`src/rtl/dp_result_buffer.sv`:
```
// dp_result_buffer: FIFO of ALU results packed {carry, zero, alu}; optional flag counters under DP_RESULT_STATS_EN.
// Latency: a write shows on out_valid the cycle after its edge; the head entry is driven combinationally from storage.
// Backpressure: out_ready=0 holds the head stable; a write when full without a read is dropped and sets sticky overflow.
module dp_result_buffer #(
  parameter int DEPTH = 8
) (
  input  logic                     clk,
  input  logic                     reset,
  input  logic                     in_valid,
  input  logic [3:0]               in_alu,
  input  logic                     in_carry,
  input  logic                     in_zero,
  output logic                     out_valid,
  input  logic                     out_ready,
  output logic [5:0]               out_data,
  output logic [$clog2(DEPTH):0]   level,
  output logic                     overflow,
  input  logic                     clr_ovf
`ifdef DP_RESULT_STATS_EN
  ,
  input  logic                     clr_stats,
  output logic [7:0]               zero_cnt,
  output logic [7:0]               carry_cnt
`endif
);

  localparam int AW = $clog2(DEPTH);
  localparam logic [AW:0] FULL_LEVEL = (AW+1)'(DEPTH);

  logic [5:0]    mem [DEPTH];
  logic [AW-1:0] wr_ptr;
  logic [AW-1:0] rd_ptr;
  logic          full;
  logic          do_rd;
  logic          do_wr;
  logic          drop;

  // Handshake decode: a read frees a slot, so a full buffer still takes a write on a read cycle
  always_comb begin
    full      = (level == FULL_LEVEL);
    out_valid = (level != '0);
    do_rd     = out_valid && out_ready;
    do_wr     = in_valid && (!full || do_rd);
    drop      = in_valid && full && !do_rd;
    out_data  = mem[rd_ptr];
  end

  // Storage is deliberately not reset; contents are don't-care until written
  always_ff @(posedge clk) begin
    if (do_wr) begin
      mem[wr_ptr] <= {in_carry, in_zero, in_alu};
    end
  end

  // Pointers wrap naturally at the power-of-two depth; level tracks the occupancy
  always_ff @(posedge clk or negedge reset) begin
    if (!reset) begin
      wr_ptr <= '0;
      rd_ptr <= '0;
      level  <= '0;
    end else begin
      if (do_wr) wr_ptr <= wr_ptr + 1'b1;
      if (do_rd) rd_ptr <= rd_ptr + 1'b1;
      if (do_wr && !do_rd)      level <= level + 1'b1;
      else if (do_rd && !do_wr) level <= level - 1'b1;
    end
  end

  // Sticky overflow: a drop in the same cycle wins over the clear
  always_ff @(posedge clk or negedge reset) begin
    if (!reset) begin
      overflow <= 1'b0;
    end else if (drop) begin
      overflow <= 1'b1;
    end else if (clr_ovf) begin
      overflow <= 1'b0;
    end
  end

`ifdef DP_RESULT_STATS_EN
  // Saturating flag counters over accepted writes; clear wins over a same-cycle increment
  always_ff @(posedge clk or negedge reset) begin
    if (!reset) begin
      zero_cnt  <= 8'd0;
      carry_cnt <= 8'd0;
    end else if (clr_stats) begin
      zero_cnt  <= 8'd0;
      carry_cnt <= 8'd0;
    end else if (do_wr) begin
      if (in_zero && zero_cnt != 8'hFF)   zero_cnt  <= zero_cnt + 8'd1;
      if (in_carry && carry_cnt != 8'hFF) carry_cnt <= carry_cnt + 8'd1;
    end
  end
`endif

endmodule

```
`config.mk`:
```
export PLATFORM = sky130hd
export DESIGN_NAME = dp_result_buffer
export DESIGN_NICKNAME = d
export VERILOG_FILES = /design/src/rtl/dp_result_buffer.sv
export SDC_FILE = /design/constraint.sdc
export NUM_CORES = 1
export LEC_CHECK = 0
export ABC_CLOCK_PERIOD_IN_PS = 3400
export CORE_ASPECT_RATIO = 0.9
export CORE_MARGIN = 8
export CORE_UTILIZATION = 40
export DETAILED_ROUTE_END_ITERATION = 6
export DONT_BUFFER_PORTS = 1
export SYNTH_ARGS = -nofsm -noshare
export SYNTH_HDL_FRONTEND = slang
export SYNTH_SLANG_ARGS = --single-unit
```
`constraint.sdc`:
```
create_clock -name clk -period 3.4 [get_ports clk]
set_clock_uncertainty 0.15 [all_clocks]
set_input_delay 0.68 -clock clk [delete_from_list [all_inputs] [get_ports clk]]
set_output_delay 0.68 -clock clk [all_outputs]
set_load 0.02 [all_outputs]
```
Word-level counts from Yosys, hierarchy flattened --
Memories as Yosys holds them, arrays and structs flattened. Index checks and enable logic that the tools add are counted.
Storage, ports and cells: register bits 11, RAM bits 48, bits of input ports 11, output and inout port bits 12, word-level logic and storage cells 29, memories kept 1
Cells by class: add/sub/neg operators 4, eq/ne operators 1, mux-type cells 6, reductions and logical operators 13
Memory list:
- mem | depth 8, bits a word 6, read ports 1, clocked after Yosys merged registers in 0, write ports 1, line 30 | logic [5:0] mem [DEPTH];
Operators by type and width (count):
- 4-bit 2-to-1 mux | 2
- 3-bit by 1-bit adder with 3-bit output (second input constant) | 2
- 1-bit logical AND | 6
- 4-bit by 1-bit adder with 4-bit output (second input constant) | 1
- 4-bit equality test (second input constant) | 1
- 1-bit 2-to-1 mux | 4
- 2-bit nonzero test | 2
- 4-bit nonzero test | 1
- 4-bit by 1-bit subtractor with 4-bit output (second input constant) | 1
- 1-bit logical NOT | 3
- 1-bit logical OR | 1

Longest topological paths before layout --
Gate-level depths: netlist (run 1).
word-level depth 8, mapped depth 9

Least setup slack after synthesis (run 1) --
No wires, ideal clock.
path kind flip-flop to flip-flop, start register level[0], end register level[3], setup time 0.131 ns, data arrival time 2.596 ns, slack 0.523 ns, stages on the path, launching flop included 9, buffers on the path 0, period minus slack after synthesis 2.877 ns, cell sequence dfrtp_1 or4_4 nand2_2 ha_1 inv_1 ha_1 or4_1 o211ai_1 o211ai_1
On the way: cells in the longest elaborated chain, start to end 7, elaborated cells on any way between the ends 15, classes of those cells add/sub (2); eq/ne (1); mux (2); reduce/logical (10)
RTL lines:
- start: declaration | line 16 | output logic [$clog2(DEPTH):0] level,
- start signal: assignment | line 64 | if (do_wr && !do_rd) level <= level + 1'b1;
- start signal: assignment | line 65 | else if (do_rd && !do_wr) level <= level - 1'b1;
- 4-bit nonzero test * | line 41 | out_valid = (level != '0);
- net out_valid | line 13 | output logic out_valid,
- 1-bit logical AND * | line 42 | do_rd = out_valid && out_ready;
- 1-bit logical OR | line 43 | do_wr = in_valid && (!full || do_rd);
- 1-bit logical AND | line 43
- 1-bit logical NOT | line 65
- 1-bit logical AND | line 65
- 2-bit nonzero test (no line)
Mark *: on every way through the listed nets, which the timed path passes. The rest lies on a longest branch. The select of a mux whose other input is x is not followed. A chain may end at the register's enable or synchronous reset.

Final worst setup path (run 1) --
start register level[1], end register level[3]
On the way: cells in the longest elaborated chain, start to end 7, elaborated cells on any way between the ends 15, classes of those cells add/sub (2); eq/ne (1); mux (2); reduce/logical (10)
RTL lines:
- 4-bit equality test / 4-bit nonzero test (equally long branches) | line 40, 41
- 1-bit logical NOT / 1-bit logical AND (equally long branches) | line 43, 42
- 1-bit logical OR * | line 43
- 1-bit logical AND * | line 43
- net do_wr | line 35 | logic do_wr;
- 1-bit logical NOT | line 65
- 1-bit logical AND | line 65
- 2-bit nonzero test (no line)
Marks and branches as above.

==> run metrics, run 1 <==
final setup TNS=0 ns; die height=91.5 um; antenna violations before repair=0; Total Routing Usage GR=10.7%; nets=168; Worst setup EP type=flip-flop; IO Port Bufs=0; status=completed; Util after Layout=47.1%; First DRT Iteration DRCs=42; Slew HR=50.5%; Tcrit/Tclk final=89.5%; leakage=0.998 nW; yosys warns=0; Worst setup SP type=flip-flop; Hold/Removal Path Class=in2reg; Synth Area per Inst=18.8 um^2; Synth-to-Final Area Change=13.7%; clock slew at reported path FFs=0.07 ns; MaxCap Viol Count=0; first-pass GRT wire length=7020 um; CP required=3.46 ns; number of synthesized flops with an enable pin=48; Yosys cell types=30; area leader, netlist=edfxtp_1; Final Setup Violations=0; Syn Inst Count=135; # clock sinks=59; CTS tree=yes; die area=0.00914 mm^2; ANT cells=0; I/O pin cnt=23; TritonCTS buffer count=9; Area contributors post-synth=edfxtp_1, mux4_1, dfrtp_1; min Tclk post-route=3.04 ns; Worst-Margin Slew=0.737 ns; CTS max path bufs=2; post-detailed-placement half-perimeter wirelength=3080 um; Max Clock Freq=0.329 GHz; Post-Syn Area=0.00253 mm^2; Rows=27; syn_nets=152; RSZ-0062 raised after global routing=false; #FFs+latches synth=59; H-tree levels=3; pin count of the biggest net entering global routing=15; clock insertion delay at the later pin of the skew report=0.33 ns; DRT Pass-1 Iters=4; VDD IR-drop max=0.374 mV; Die X=99.9 um; DR WL/cell=18.6 um; ys async rst share=18.6%; final WL=4530 um; Via density=5.15; final slew viol count=0; antenna-violating nets left=0; area of the core=0.00611 mm^2; crit path kind=reg2reg; vias=1252; crit path DAT=3.10 ns; vias in the first global route=1311; grt total ovfl=0; Initial Util=41.5%; layout cell share with drive strength beyond 1=23.1%; post-CTS sizing=0; DRC viols=0; Pwr Density=868 mW/mm^2; area share of the largest cell type after synthesis=56.9%; Synth Flop Type=edfxtp_1; crit path max fanout=7; Final Hold Fails=0; GPL Wtd Cong=0.819; CTS Root Buffer Type=clkbuf_8; sequential area share after synthesis=67.7%
## registers in the layout, indices dropped and copies added, names as in the netlist
register / count
level: 4
overflow: 1
wr_ptr: 3
rd_ptr: 3
mem: 48
## path summary, 6_finish.rpt
| path | end | slack [ns] | cells past startpoint | start |
|---|---|---|---|---|
| max in group asynchronous | rd_ptr[0] | 2.14 | 1 | reset |
| min reg2reg | level[0] | 0.40 | 1 | level[0] |
| max reg2reg | level[3] | 0.36 | 9 | level[1] |
| min | mem[7][5] | 0.30 | 0 | in_carry |
| max | level[3] | 0.36 | 9 | level[1] |
| min in group asynchronous | level[1] | 0.61 | 1 | reset |
## report_power, final
part | internal (W) | switching (W)
logic | 0.000381 | 0.000388
clock network | 0.000335 | 0.000274
registers | 0.000936 | 0.000188
## per-layer routing
layer	vias up	GRT usage, %	wire length [um]
li1	582	-	-
met1	639	12.0	1950
met2	29	16.7	2260
met3	2	5.72	289
met4	0	4.66	27
met5	-	0	0
## logic make-up (layout without fill, tap and decap cells)
logic type | count (synthesis) | after routing | share of synthesized area, %
AOI/OAI and AO/OA | 10 | 10 | 3.21
xor gates and xnor gates | 6 | 6 | 2.07
adders and majority gates | 6 | 6 | 3.26
buffers and inverters | 8 | 29 | 1.48
DFF | 59 | 59 | 67.7
muxes | 22 | 22 | 16.8
and+or+nand+nor | 24 | 24 | 5.43
## layout make-up
| class | instances | area [um^2] |
|---|---|---|
| multi-input cells | 68 | 781 |
| flip-flops and latches | 59 | 1720 |
| well taps | 87 | 109 |
| fillers | 500 | 3230 |
| inverters | 4 | 15.0 |
| clock buffers | 9 | 124 |
| clock inverters | 7 | 67.6 |
| repair buffers | 9 | 70.1 |
## Yosys cell counts (all sizes together) (2+ instances only)
master and instances:
a21oi 2, buf 3, dfrtp 11, edfxtp 48
ha 5, inv 4, mux2 9, mux4 12
nand2 4, nand2b 3, nand3 3, nor2 3
nor3 5, o211ai 4, o21ai 2, or3 2
or4 2, xnor2 6
## worst max-delay path, cell delays in order, from the launching register on
cell and delay, ns:
dfrtp_1 0.51, or3_4 0.46, o21ai_4 0.25, inv_1 0.07, ha_1 0.27, inv_1 0.15, ha_1 0.31, or4_1 0.52
o211ai_1 0.12, o211ai_1 0.11
## metrics by stage
step,instances,area [um^2],hold slack (ns),total power (W),setup WS [ns]
after detailed placement,226,2680,0.235,0.00192,0.350
after global placement,226,2680,0.235,0.00188,0.487
final,243,2880,0.298,0.00250,0.358
after global routing,243,2880,0.262,0.00265,0.209
after CTS,243,2880,0.279,0.00253,0.342
after floorplan,135,2530,0.234,0.00172,0.523
## layout by cell type (no fill, tap or decap)
cell type,netlist,final
o21ai_4,1,1
or3_4,1,1
edfxtp_1,48,48
o32ai_1,1,1
nor3_1,5,5
fa_1,1,1
nand2_1,3,3
xnor2_1,6,6
a2111o_1,1,1
inv_1,4,4
nand3b_1,1,1
or4_4,1,1
clkinv_1,0,1
dfrtp_1,11,11
dlygate4sd3_1,0,1
buf_4,0,8
mux2_2,9,9
ha_1,5,5
o211ai_1,4,4
nand2_2,1,1
clkinvlp_4,0,2
nand3_1,3,3
inv_6,0,1
o21ai_0,1,1
or4_1,1,1
mux2i_1,1,1
mux4_1,12,12
a21oi_1,2,2
clkinv_2,0,2
nor2_1,3,3
nor4_1,1,1
clkbuf_8,0,9
bufinv_16,0,1
nand2b_1,3,3
or3_1,1,1
## timing repair
action	CTS	global route
hold buffers	1	0
setup buffers	0	0
endpoints found under the hold margin	11	0
(Power assumes the default switching activity.)
==> inputs of run 2 (changes only) <==
--- a/config.mk
+++ b/config.mk
@@ -8,2 +8,3 @@
 export ABC_CLOCK_PERIOD_IN_PS = 3400
+export CAP_MARGIN = 20
 export CORE_ASPECT_RATIO = 0.9
--- a/constraint.sdc
+++ b/constraint.sdc
@@ -4,2 +4,2 @@
 set_output_delay 0.68 -clock clk [all_outputs]
-set_load 0.02 [all_outputs]
+set_load 0.05 [all_outputs]
==> run metrics, run 2 (synthesis gave the netlist of run 1 again) <==
status=completed; Largest register FFs=48; MaxCap Viol Count=0; H-tree levels=3; Net Sw Frac=39.8%; CTS hold repair buffers=1; Rows=27; Final Setup Violations=0; DRC viols=0; # clock sinks=59; VDD IR-drop max=0.426 mV; Tcrit/Tclk final=91.9%; GPL Wtd Cong=0.801; clock share of power=19.2%; die area=0.00914 mm^2; commonest cells after routing, fill and taps aside=edfxtp_1, mux4_1, dfrtp_1, buf_4; Placed Area=0.00270 mm^2; Via density=5.02; Total Routing Usage GR=11.4%; Pwr Density=925 mW/mm^2; final WL=4720 um; leading cell type in the layout, fill and taps excluded=edfxtp_1; design area=0.00287 mm^2; critical path's top delay family=simple AND/OR/NAND/NOR gates; crit path kind=reg2reg; internal power=0.00160 W; clock slew at reported path FFs=0.07 ns; CP required=3.44 ns; post-CTS setup buffer count=0; DR WL/cell=19.2 um; first-pass GRT wire length=7660 um; CTS Root Buffer Type=clkbuf_8; CTS max path bufs=2; TritonCTS buffer count=9; vias=1235; leakage=0.996 nW; biggest regs=mem (48), level (4); die height=91.5 um; CTS tree=yes; Max Clock Freq=0.320 GHz; layout cell share with drive strength beyond 1=23.3%; Net Sw Power=0.00106 W; grt total ovfl=0; Initial Util=41.5%; Final Hold Slack=0.297 ns; sequential fraction of design power=41.3%; final setup TNS=0 ns; post-CTS sizing=0; ANT cells=0; antenna-violating nets left=0; Worst setup EP type=flip-flop; RSZ-0062 raised after global routing=false; setup slack after layout=0.276 ns; vias in the first global route=1379; crit path DAT=3.16 ns; Slew HR=37.4%; pin count of the biggest net entering global routing=15; antenna violations before repair=0; Top reg by flops=mem; crit path max fanout=6; IO Port Bufs=0; First DRT Iteration DRCs=59; Comb power frac=39.4%; critical path cell sequence=or4_4, nand2_2, ha_1, inv_1, ha_1, or4_1, o211ai_1, o211ai_1; Die X=99.9 um; DRT Pass-1 Iters=4; nets=171; pre-CTS WS=0.308 ns; Hold/Removal Path Class=in2reg; area of the core=0.00611 mm^2; I/O pin cnt=23; post-detailed-placement half-perimeter wirelength=3280 um; Buffers & Inverters on Critical Path=1; min Tclk post-route=3.12 ns; clock insertion delay at the later pin of the skew report=0.32 ns; CP max stage cell=or4_4; Worst-Margin Slew=0.932 ns; slowest stage delay, CP=0.69 ns; final slew viol count=0; Final Hold Fails=0; Worst setup SP type=flip-flop; Synth-to-Final Area Change=13.4%
-- run 2: cell count changes in the layout (fill, tap and decap cells not counted), sizes merged --
cell,change
buf,+3
bufinv,-1
clkbuf,+1
clkinv,+1
inv,-1
-- run 2: layout make-up --
cell class,instances,area (um^2)
clock buffer,10,128
clock inverter,6,32.5
fill,517,3240
inverter,4,15.0
multi-input combinational,68,781
sequential,59,1720
tap,87,109
timing repair buffer,12,92.6
-- run 2: stage by stage --
step	power, W	std cells	util (%)
after floorplan	0.00194	135	-
after detailed placement	0.00217	229	44.2
after CTS	0.00269	246	47.0
final	0.00266	246	47.0
after global routing	0.00282	246	47.0
after global placement	0.00213	229	44.2
-- run 2: power by group through the flow --
stage | clock network [W] | registers [W] | logic [W]
finish | 0.000511 | 0.00110 | 0.00105
global route | 0.000563 | 0.00112 | 0.00113
CTS | 0.000527 | 0.00110 | 0.00106
detailed placement | 0 | 0.00112 | 0.00105
global placement | 0 | 0.00110 | 0.00103
floorplan | 0 | 0.00113 | 0.000809
-- run 2: path summary, 6_finish.rpt --
check	from	to	slack (ns)	depth (start not counted)
worst min register to register	wr_ptr[2]	wr_ptr[2]	0.41	1
worst min-delay path	in_alu[0]	mem[3][0]	0.30	0
worst max register to register	level[0]	level[3]	0.28	8
worst max-delay path	level[0]	level[3]	0.28	8
max in group asynchronous	reset	wr_ptr[2]	2.12	1
min in group asynchronous	reset	level[2]	0.62	1
-- run 2: routing by layer --
metal / track usage (%) / wire length, um
met1: 12.4 / 1900
met2: 18.7 / 2440
met3: 5.49 / 352
met4: 4.66 / 27
met5: 0 / 0
